File: config.mk
export PLATFORM = sky130hd
export DESIGN_NAME = mem_stage
export DESIGN_NICKNAME = d
export VERILOG_FILES = /design/src/rtl/mem_pkg.sv /design/src/rtl/load_align.sv /design/src/rtl/mem_stage.sv
export SDC_FILE = /design/constraint.sdc
export NUM_CORES = 1
export LEC_CHECK = 0
export BUFFER_PORTS_ARGS = -buffer_cell sky130_fd_sc_hd__buf_2
export CAP_MARGIN = 0
export CORE_UTILIZATION = 50
export DETAILED_ROUTE_END_ITERATION = 10
export GPL_ROUTABILITY_DRIVEN = 0
export GPL_TIMING_DRIVEN = 1
export PLACE_DENSITY = 0.87
export SKIP_LAST_GASP = 1
export SYNTH_ARGS = -nofsm -noshare
export SYNTH_HDL_FRONTEND = slang
export SYNTH_SLANG_ARGS = --single-unit
File: constraint.sdc
create_clock -name clk -period 2.55 [get_ports clk]
set_clock_uncertainty 0.2 [all_clocks]
set_input_delay 0.51 -clock clk [delete_from_list [all_inputs] [get_ports clk]]
set_output_delay 0.51 -clock clk [all_outputs]
set_load 0.02 [all_outputs]
File: src/rtl/mem_pkg.sv
// Shared encodings, FSM state type and byte-lane helpers for the memory stage.
package mem_pkg;

    localparam int NUM_LANES = 4;
    localparam int XLEN      = 32;

    localparam logic [2:0] F3_B  = 3'b000;
    localparam logic [2:0] F3_H  = 3'b001;
    localparam logic [2:0] F3_W  = 3'b010;
    localparam logic [2:0] F3_BU = 3'b100;
    localparam logic [2:0] F3_HU = 3'b101;

    localparam logic [1:0] RS_ALU = 2'b00;
    localparam logic [1:0] RS_MEM = 2'b01;
    localparam logic [1:0] RS_PC4 = 2'b10;

    typedef enum logic {IDLE, WAIT} mem_state_t;

    // Bus request as presented to memory, plus what the load path needs later.
    typedef struct packed {
        logic                 we;
        logic                 load;
        logic [XLEN-1:0]      addr;
        logic [NUM_LANES-1:0] be;
        logic [XLEN-1:0]      wdata;
        logic [2:0]           funct3;
        logic [1:0]           off;
    } mem_req_t;

    // funct3[1:0] carries the size: 00 byte, 01 half, anything else word.
    function automatic logic is_misaligned(input logic [2:0] f3, input logic [1:0] off);
        case (f3[1:0])
            2'b00:   return 1'b0;
            2'b01:   return off[0];
            default: return off != 2'b00;
        endcase
    endfunction

    function automatic logic [NUM_LANES-1:0] byte_en(input logic [2:0] f3, input logic [1:0] off);
        case (f3[1:0])
            2'b00:   return 4'b0001 << off;
            2'b01:   return 4'b0011 << off;
            default: return 4'b1111;
        endcase
    endfunction

    function automatic logic [XLEN-1:0] store_data(input logic [2:0] f3, input logic [XLEN-1:0] wd);
        case (f3[1:0])
            2'b00:   return {4{wd[7:0]}};
            2'b01:   return {2{wd[15:0]}};
            default: return wd;
        endcase
    endfunction

endpackage

File: src/rtl/load_align.sv
// Picks the addressed byte/half out of the read word and sign- or zero-extends it.
module load_align
    import mem_pkg::*;
(
    input  logic [XLEN-1:0] rdata,
    input  logic [1:0]      offset,
    input  logic [2:0]      funct3,
    output logic [XLEN-1:0] data
);

    logic [7:0]  lane_b;
    logic [15:0] lane_h;

    always_comb begin
        lane_b = rdata[{offset, 3'b000} +: 8];
        lane_h = offset[1] ? rdata[31:16] : rdata[15:0];
        data   = rdata;
        case (funct3)
            F3_B:    data = {{24{lane_b[7]}}, lane_b};
            F3_BU:   data = {24'd0, lane_b};
            F3_H:    data = {{16{lane_h[15]}}, lane_h};
            F3_HU:   data = {16'd0, lane_h};
            default: data = rdata;
        endcase
    end

endmodule

File: src/rtl/mem_stage.sv
// Memory pipeline stage: issues data-bus requests, stalls on wait states and
// owns the M/W pipeline register.
module mem_stage
    import mem_pkg::*;
(
    input  logic                 clk,
    input  logic                 rst_n,
    input  logic                 RegWriteM,
    input  logic                 MemWriteM,
    input  logic                 MemReadM,
    input  logic [1:0]           ResultSrcM,
    input  logic [2:0]           Funct3M,
    input  logic [XLEN-1:0]      ALUResultM,
    input  logic [XLEN-1:0]      WriteDataM,
    input  logic [XLEN-1:0]      PCPlus4M,
    input  logic [4:0]           RdM,
    output logic                 mem_req,
    output logic                 mem_we,
    output logic [XLEN-1:0]      mem_addr,
    output logic [NUM_LANES-1:0] mem_be,
    output logic [XLEN-1:0]      mem_wdata,
    input  logic                 mem_ready,
    input  logic [XLEN-1:0]      mem_rdata,
    output logic                 StallM,
    output logic                 RegWriteW,
    output logic                 MisalignW,
    output logic [1:0]           ResultSrcW,
    output logic [XLEN-1:0]      ALUResultW,
    output logic [XLEN-1:0]      ReadDataW,
    output logic [XLEN-1:0]      PCPlus4W,
    output logic [4:0]           RdW
);

    mem_state_t      state, state_n;
    mem_req_t        cur, lat_q;
    logic            run_q;
    logic            access, misalign;
    logic            lat_load, done_load;
    logic [1:0]      sel_off;
    logic [2:0]      sel_f3;
    logic [XLEN-1:0] ld_data;

    assign access   = MemReadM | MemWriteM;
    assign misalign = access & is_misaligned(Funct3M, ALUResultM[1:0]);

    always_comb begin
        cur.we     = MemWriteM;
        cur.load   = MemReadM;
        cur.addr   = {ALUResultM[31:2], 2'b00};
        cur.be     = byte_en(Funct3M, ALUResultM[1:0]);
        cur.wdata  = store_data(Funct3M, WriteDataM);
        cur.funct3 = Funct3M;
        cur.off    = ALUResultM[1:0];
    end

    // run_q keeps the first access off the bus until a clock edge has seen rst_n high.
    always_ff @(posedge clk or negedge rst_n) begin
        if (!rst_n) begin
            state <= IDLE;
            run_q <= 1'b0;
            lat_q <= '0;
        end else begin
            state <= state_n;
            run_q <= 1'b1;
            if (lat_load) lat_q <= cur;
        end
    end

    always_comb begin
        state_n   = state;
        mem_req   = 1'b0;
        mem_we    = 1'b0;
        mem_addr  = cur.addr;
        mem_be    = cur.be;
        mem_wdata = cur.wdata;
        StallM    = 1'b0;
        lat_load  = 1'b0;
        done_load = 1'b0;
        sel_off   = cur.off;
        sel_f3    = cur.funct3;
        case (state)
            IDLE: begin
                if (access && !misalign) begin
                    if (!run_q) begin
                        StallM = rst_n;
                    end else begin
                        mem_req = 1'b1;
                        mem_we  = MemWriteM;
                        if (mem_ready) begin
                            done_load = MemReadM;
                        end else begin
                            StallM   = 1'b1;
                            lat_load = 1'b1;
                            state_n  = WAIT;
                        end
                    end
                end
            end
            WAIT: begin
                // Bus is driven from the captured request so it cannot move while waiting.
                mem_req   = 1'b1;
                mem_we    = lat_q.we;
                mem_addr  = lat_q.addr;
                mem_be    = lat_q.be;
                mem_wdata = lat_q.wdata;
                sel_off   = lat_q.off;
                sel_f3    = lat_q.funct3;
                if (mem_ready) begin
                    done_load = lat_q.load;
                    state_n   = IDLE;
                end else begin
                    StallM = 1'b1;
                end
            end
            default: state_n = IDLE;
        endcase
    end

    load_align u_load_align (
        .rdata  (mem_rdata),
        .offset (sel_off),
        .funct3 (sel_f3),
        .data   (ld_data)
    );

    // Stall cycles push a bubble; payload fields keep their last value.
    always_ff @(posedge clk or negedge rst_n) begin
        if (!rst_n) begin
            RegWriteW  <= 1'b0;
            MisalignW  <= 1'b0;
            ResultSrcW <= '0;
            ALUResultW <= '0;
            ReadDataW  <= '0;
            PCPlus4W   <= '0;
            RdW        <= '0;
        end else if (StallM) begin
            RegWriteW <= 1'b0;
            MisalignW <= 1'b0;
        end else begin
            RegWriteW  <= RegWriteM & (RdM != 5'd0) & ~misalign;
            MisalignW  <= misalign;
            ResultSrcW <= ResultSrcM;
            ALUResultW <= ALUResultM;
            ReadDataW  <= done_load ? ld_data : '0;
            PCPlus4W   <= PCPlus4M;
            RdW        <= RdM;
        end
    end

endmodule
Word level (Yosys, flattened, before mapping)
Cells that the tools add are included.
Widths: inputs -> output; s select.
- output and inout port bits: 176
- register bits: 180
- word-level logic and storage cells: 67
- input bits: 144
- shift operators: 3
- reductions and logical operators: 6
- equal/unequal tests: 4
- bitwise operators: 6
- mux-type cells: 32
- operator list (operator ; count):
    $pmux 32 s4 ; 1
    $mux 32 ; 3
    $pmux 32 s2 ; 1
    $shiftx 32x6->8 ; 1
    $mux 1 ; 16
    $mux 16 ; 1
    $pmux 1 s2 ; 6
    $pmux 4 s2 ; 1
    $eq 3x3->1 const B ; 2
    $reduce_bool 5->1 ; 1
    $mux 4 ; 1
    $shl 1x2->4 const A ; 1
    $shl 2x2->4 const A ; 1
    $and 1x1->1 ; 3
    $eq 3x1->1 const B ; 1
    $logic_not 3->1 ; 1
    $mux 3 ; 1
    $eq 2x1->1 const B ; 1
    $logic_not 2->1 ; 1
    $mux 2 ; 1
    $not 1->1 ; 2
    $reduce_bool 2->1 ; 1
    $logic_and 1x1->1 ; 1
    $logic_not 1->1 ; 1
    $or 1x1->1 ; 1

Depth between registers and ports, before layout
- word-level depth: 8
- depth in mapped cells: 8
- mapped depth without buffers: 5

Modules after synthesis
Synthesis repeated with hierarchy kept, for this count alone.
- cells, all modules: 655
- area, all modules: 9133.8 µm²
- by module, submodules not included (module ; cells an instance ; times used ; area an instance (µm²) ; seq. area each (µm²)):
    mem_stage ; 559 ; 1 ; 8287.9 ; 4504.3
    load_align ; 96 ; 1 ; 845.8 ; 0.0

Worst setup path after synthesis
No wires, ideal clock.
- path type: input -> output
- from: in Funct3M[0]
- to: out mem_wdata[24]
- arrival time: 1914 ps
- slack: -74 ps
- stages on the path: 6
- cell sequence: clkbuf_1 -> buf_1 -> mux2i_1 -> nor2_1 -> a21oi_1 -> o21ai_0
- word-level cells in the longest chain between the ends: 3
- elaborated cells on any way between the ends: 4
- those cells by class: eq/ne (1); mux (2); reduce/logical (1)
- RTL lines (item ; line ; source):
    start: declaration ; mem_stage.sv:12 ; input logic [2:0] Funct3M,
    $eq 2x1->1 / $logic_not 2->1 (equally long branches) ; mem_pkg.sv:48 ; case (f3[1:0])
    $pmux 32 s2 * ; mem_pkg.sv:48 ;
    $mux 32 * ; mem_stage.sv:81 ; case (state)
    end: declaration ; mem_stage.sv:21 ; output logic [XLEN-1:0] mem_wdata,
Mark *: on every way between the ends. The rest lies on a longest branch, timed or not.

Worst setup path after layout
- from: reg state
- to: out StallM
- word-level cells in the longest chain between the ends: 2
- RTL lines (item ; line ; source):
    start: declaration ; mem_stage.sv:34 ; mem_state_t state, state_n;
    start signal: assignment ; mem_stage.sv:63 ; state <= state_n;
    $not 1->1 ; - ;
    $pmux 1 s2 * ; mem_stage.sv:81 ;
    end: declaration ; mem_stage.sv:24 ; output logic StallM,
Marked as above.

==> results.py <==
metrics = {
    "run_status": {
        "status": "finished, final reports clean",
    },
    "critical_path": {
        "worstPathRequired_ps": 1840,
        "cp_slowest_stage_delay_ps": 570,
        "critical_path_arrival_ps": 1830,
        "cpMaxStageDelayCell": "or4b_4",
        "critical_path_class": "flip-flop to output pin",
        "cp-start-kind": "flip-flop",
        "cp_max_fo": 9,
        "ff2ff_path_depth": 5,
        "path_cells": "or4b_4 -> o22ai_4 -> buf_6",
        "timing.rr.end": "ReadDataW[20]",
        "r2r_slack_ps": 70,
        "critPathCaptureType": "output pin",
        "timing.rr.start": "state",
    },
    "cts": {
        "worstSkewPairLatency_ps": 420,
        "path_clk_slew_ps": 70,
        "ctsLongestPathBuffers": 2,
        "cts_buffers": 17,
        "cts_root_buf": "clkbuf_16",
        "cts_sinks": 180,
        "h-tree-depth": 4,
        "cts_tree": "done",
    },
    "floorplan": {
        "io_pins": 320,
        "initial_core_util_pct": 51.4,
        "die_h_um": 133,
        "num_rows": 47,
        "fp.dieW_um": 133,
        "core_area_um2": 16600,
        "die-area_um2": 17600,
    },
    "detailed_routing": {
        "postRouteWirelength_um": 22200,
        "vias": 6728,
        "drt_first_iter_violations": 479,
        "vias_per_cell": 5.49,
        "wl_per_cell_um": 18.1,
        "drc": 0,
        "postRouteAntennaNets": 0,
        "firstDrtPassIters": 6,
    },
    "global_route": {
        "grt_overflow": 0,
        "antenna_found_initial": 0,
        "grt_util_met2_pct": 44.6,
        "gr-usage-met1_pct": 31.1,
        "grt_pass1_vias": 6940,
        "grt_max_degree": 106,
        "grt_pass1_wl_um": 35300,
        "grt_usage_pct": 25.5,
        "grt-busiest-layer": "met2",
        "gr-usage-met3_pct": 6.21,
    },
    "logic_synthesis": {
        "yosysWarningCount": 0,
        "synth_top_area_share_pct": 52.6,
        "netlist_area_um2": 8560,
        "yosysSeqAreaShare_pct": 52.6,
        "ys_top_cells_by_count": "mux2_2 (199), dfrtp_1 (180), nand2_1 (48), o21ai_0 (37)",
        "ys_ff_latch": 180,
        "async_flop_share_pct": 100,
        "yosys.cell_types.count": 41,
        "synth_cells": 670,
        "synth_top_area_cell": "dfrtp_1",
        "avgSynthCellArea_um2": 12.8,
        "synth_area_leaders": "dfrtp_1 (53%), mux2_2 (26%), mux2i_1 (2.6%)",
        "yosysMostFrequentCell": "mux2_2",
        "synth_flop_cell": "dfrtp_1",
        "synth_edf_count": 0,
    },
    "timing": {
        "rsz0062_at_grt": "true",
        "slew_viol_final": 0,
        "timing_hold_violations_final": 0,
        "fmax_mhz": 394,
        "worstMarginPinSlew_ps": 914,
        "setup_slack_ps": 8.87,
        "fin_crit_sh_pct": 99.7,
        "min_period_ps": 2540,
        "setup_viol": 0,
        "relSlewSlack_pct": 39.1,
    },
    "hold_path": {
        "hold_end": "PCPlus4W[17]",
        "min_path_cells": 2,
        "hold_path.class": "input port to flip-flop",
        "hp-start": "PCPlus4M[17]",
    },
    "pwr": {
        "max-vdd-ir-drop_uv": 461,
        "power_switching_mw": 2.50,
        "power_frac_seq_pct": 43.2,
        "p_leak_nw": 5.43,
        "switching_share_pct": 30.6,
        "comb_power_share_pct": 23.7,
        "powerDensity_nw_per_um2": 734,
        "internal_power_mw": 5.65,
        "power.share.clock_pct": 33.1,
    },
    "placed_design": {
        "post-place-ws_ps": 14.3,
        "dp_hpwl_um": 16200,
        "port-buffer-count": 317,
        "dpl-instance-area_um2": 10500,
    },
    "cells_and_area": {
        "antenna_cells": 0,
        "drive_above_1_share_pct": 59.1,
        "syn_to_final_growth_pct": 29.7,
        "finish.net_count": 1137,
        "stdcell_area_um2": 11100,
        "nFillCells": 1265,
    },
    "job": {
        "cap_violations": 0,
    },
}
[state kept, by name, summed over array words and instances, names as in the netlist]
name / count
ALUResultW: 32
MisalignW: 1
PCPlus4W: 32
RdW: 5
ReadDataW: 32
RegWriteW: 1
ResultSrcW: 2
lat_q: 73
run_q: 1
state: 1
[per-layer routing]
layer,part of all wire (%),wire [um]
met2,51,11400
met1,40,8900
met3,6.8,1520
met4,1.6,359
met5,0,0
[cells by family (layout without fill, tap and decap cells)]
logic type             count (synthesis)  in the layout  synth area share, %
DFF                                  180            180                 52.6
buffers and inverters                 52            387                 3.69
and+or+nand+nor                      108            108                 5.91
AOI/OAI and AO/OA                    100            100                 7.93
other                                  2              3               0.0878
muxes                                228            228                 29.7
[what timing repair did]
action,4_1_cts,5_1_grt
setup endpoints to repair,39,31
hold buffers,1,0
setup buffers,1,0
endpoints found under the hold margin,3,0
pin swaps,1,0
gates resized for setup,5,2
[final cells by class]
type,instances,area [um2],share of cell area (%)
Multi-Input combinational cell,439,3760,33.8
Tap cell,220,275,2.48
Inverter,4,15.0,0.135
Clock inverter,14,166,1.50
Sequential cell,180,4510,40.6
Clock buffer,18,429,3.87
Timing Repair Buffer,351,1950,17.6
[per-stage QoR]
stage | hold slack (ps) | cells | total power [mW] | utilization [%] | TNS [ps]
after CTS | 92.1 | 1226 | 8.21 | 66.6 | -7.53
after floorplan | 14.4 | 671 | 4.76 | - | 0
after global routing | 92.5 | 1226 | 8.49 | 66.7 | -198
final | 107 | 1226 | 8.15 | 66.7 | 0
after detailed placement | 226 | 1192 | 5.50 | 62.8 | 0
after global placement | 230 | 1192 | 5.40 | 62.8 | 0
[worst max-delay path by stage]
stage / startpoint / endpoint / slack [ps] / cells after the start
after detailed placement: ALUResultM[1] / ReadDataW[20] / 10 / 6
after global routing: state / StallM / -30 / 3
after CTS: state / StallM / -8 / 3
after global placement: ALUResultM[1] / ReadDataW[21] / 80 / 6
after floorplan: Funct3M[0] / mem_be[2] / 40 / 6
final: state / StallM / 9 / 3
[power groups by stage]
stage                     logic, mW  registers, mW  clock network, mW
final                          1.93           3.52               2.70
after global routing           2.07           3.57               2.84
after CTS                      1.94           3.52               2.75
after detailed placement       1.92           3.57                  0
after global placement         1.87           3.54                  0
after floorplan                1.05           3.71                  0
[worst max-delay path: cells and delay by family, from the launching register on]
kind                   cells  cell delay [ps]
AND/OR/NAND/NOR            1              570
flip-flops                 1              560
buffers and inverters      1              150
AO/OA/AOI/OAI              1              120
[cell usage in the layout, fill, tap and decap left out, types with 8 or more instances in the layout]
cell type / Yosys / layout
a21oi_1: 22 / 22
a221o_1: 16 / 16
buf_2: 9 / 315
buf_4: 13 / 25
clkbuf_16: 0 / 17
dfrtp_1: 180 / 179
mux2_2: 199 / 199
mux2i_1: 22 / 21
nand2_1: 48 / 48
nand3_1: 12 / 12
nor2_1: 22 / 22
o21ai_0: 37 / 29
o21ai_1: 0 / 8
Power figures use the tool's default switching activity.
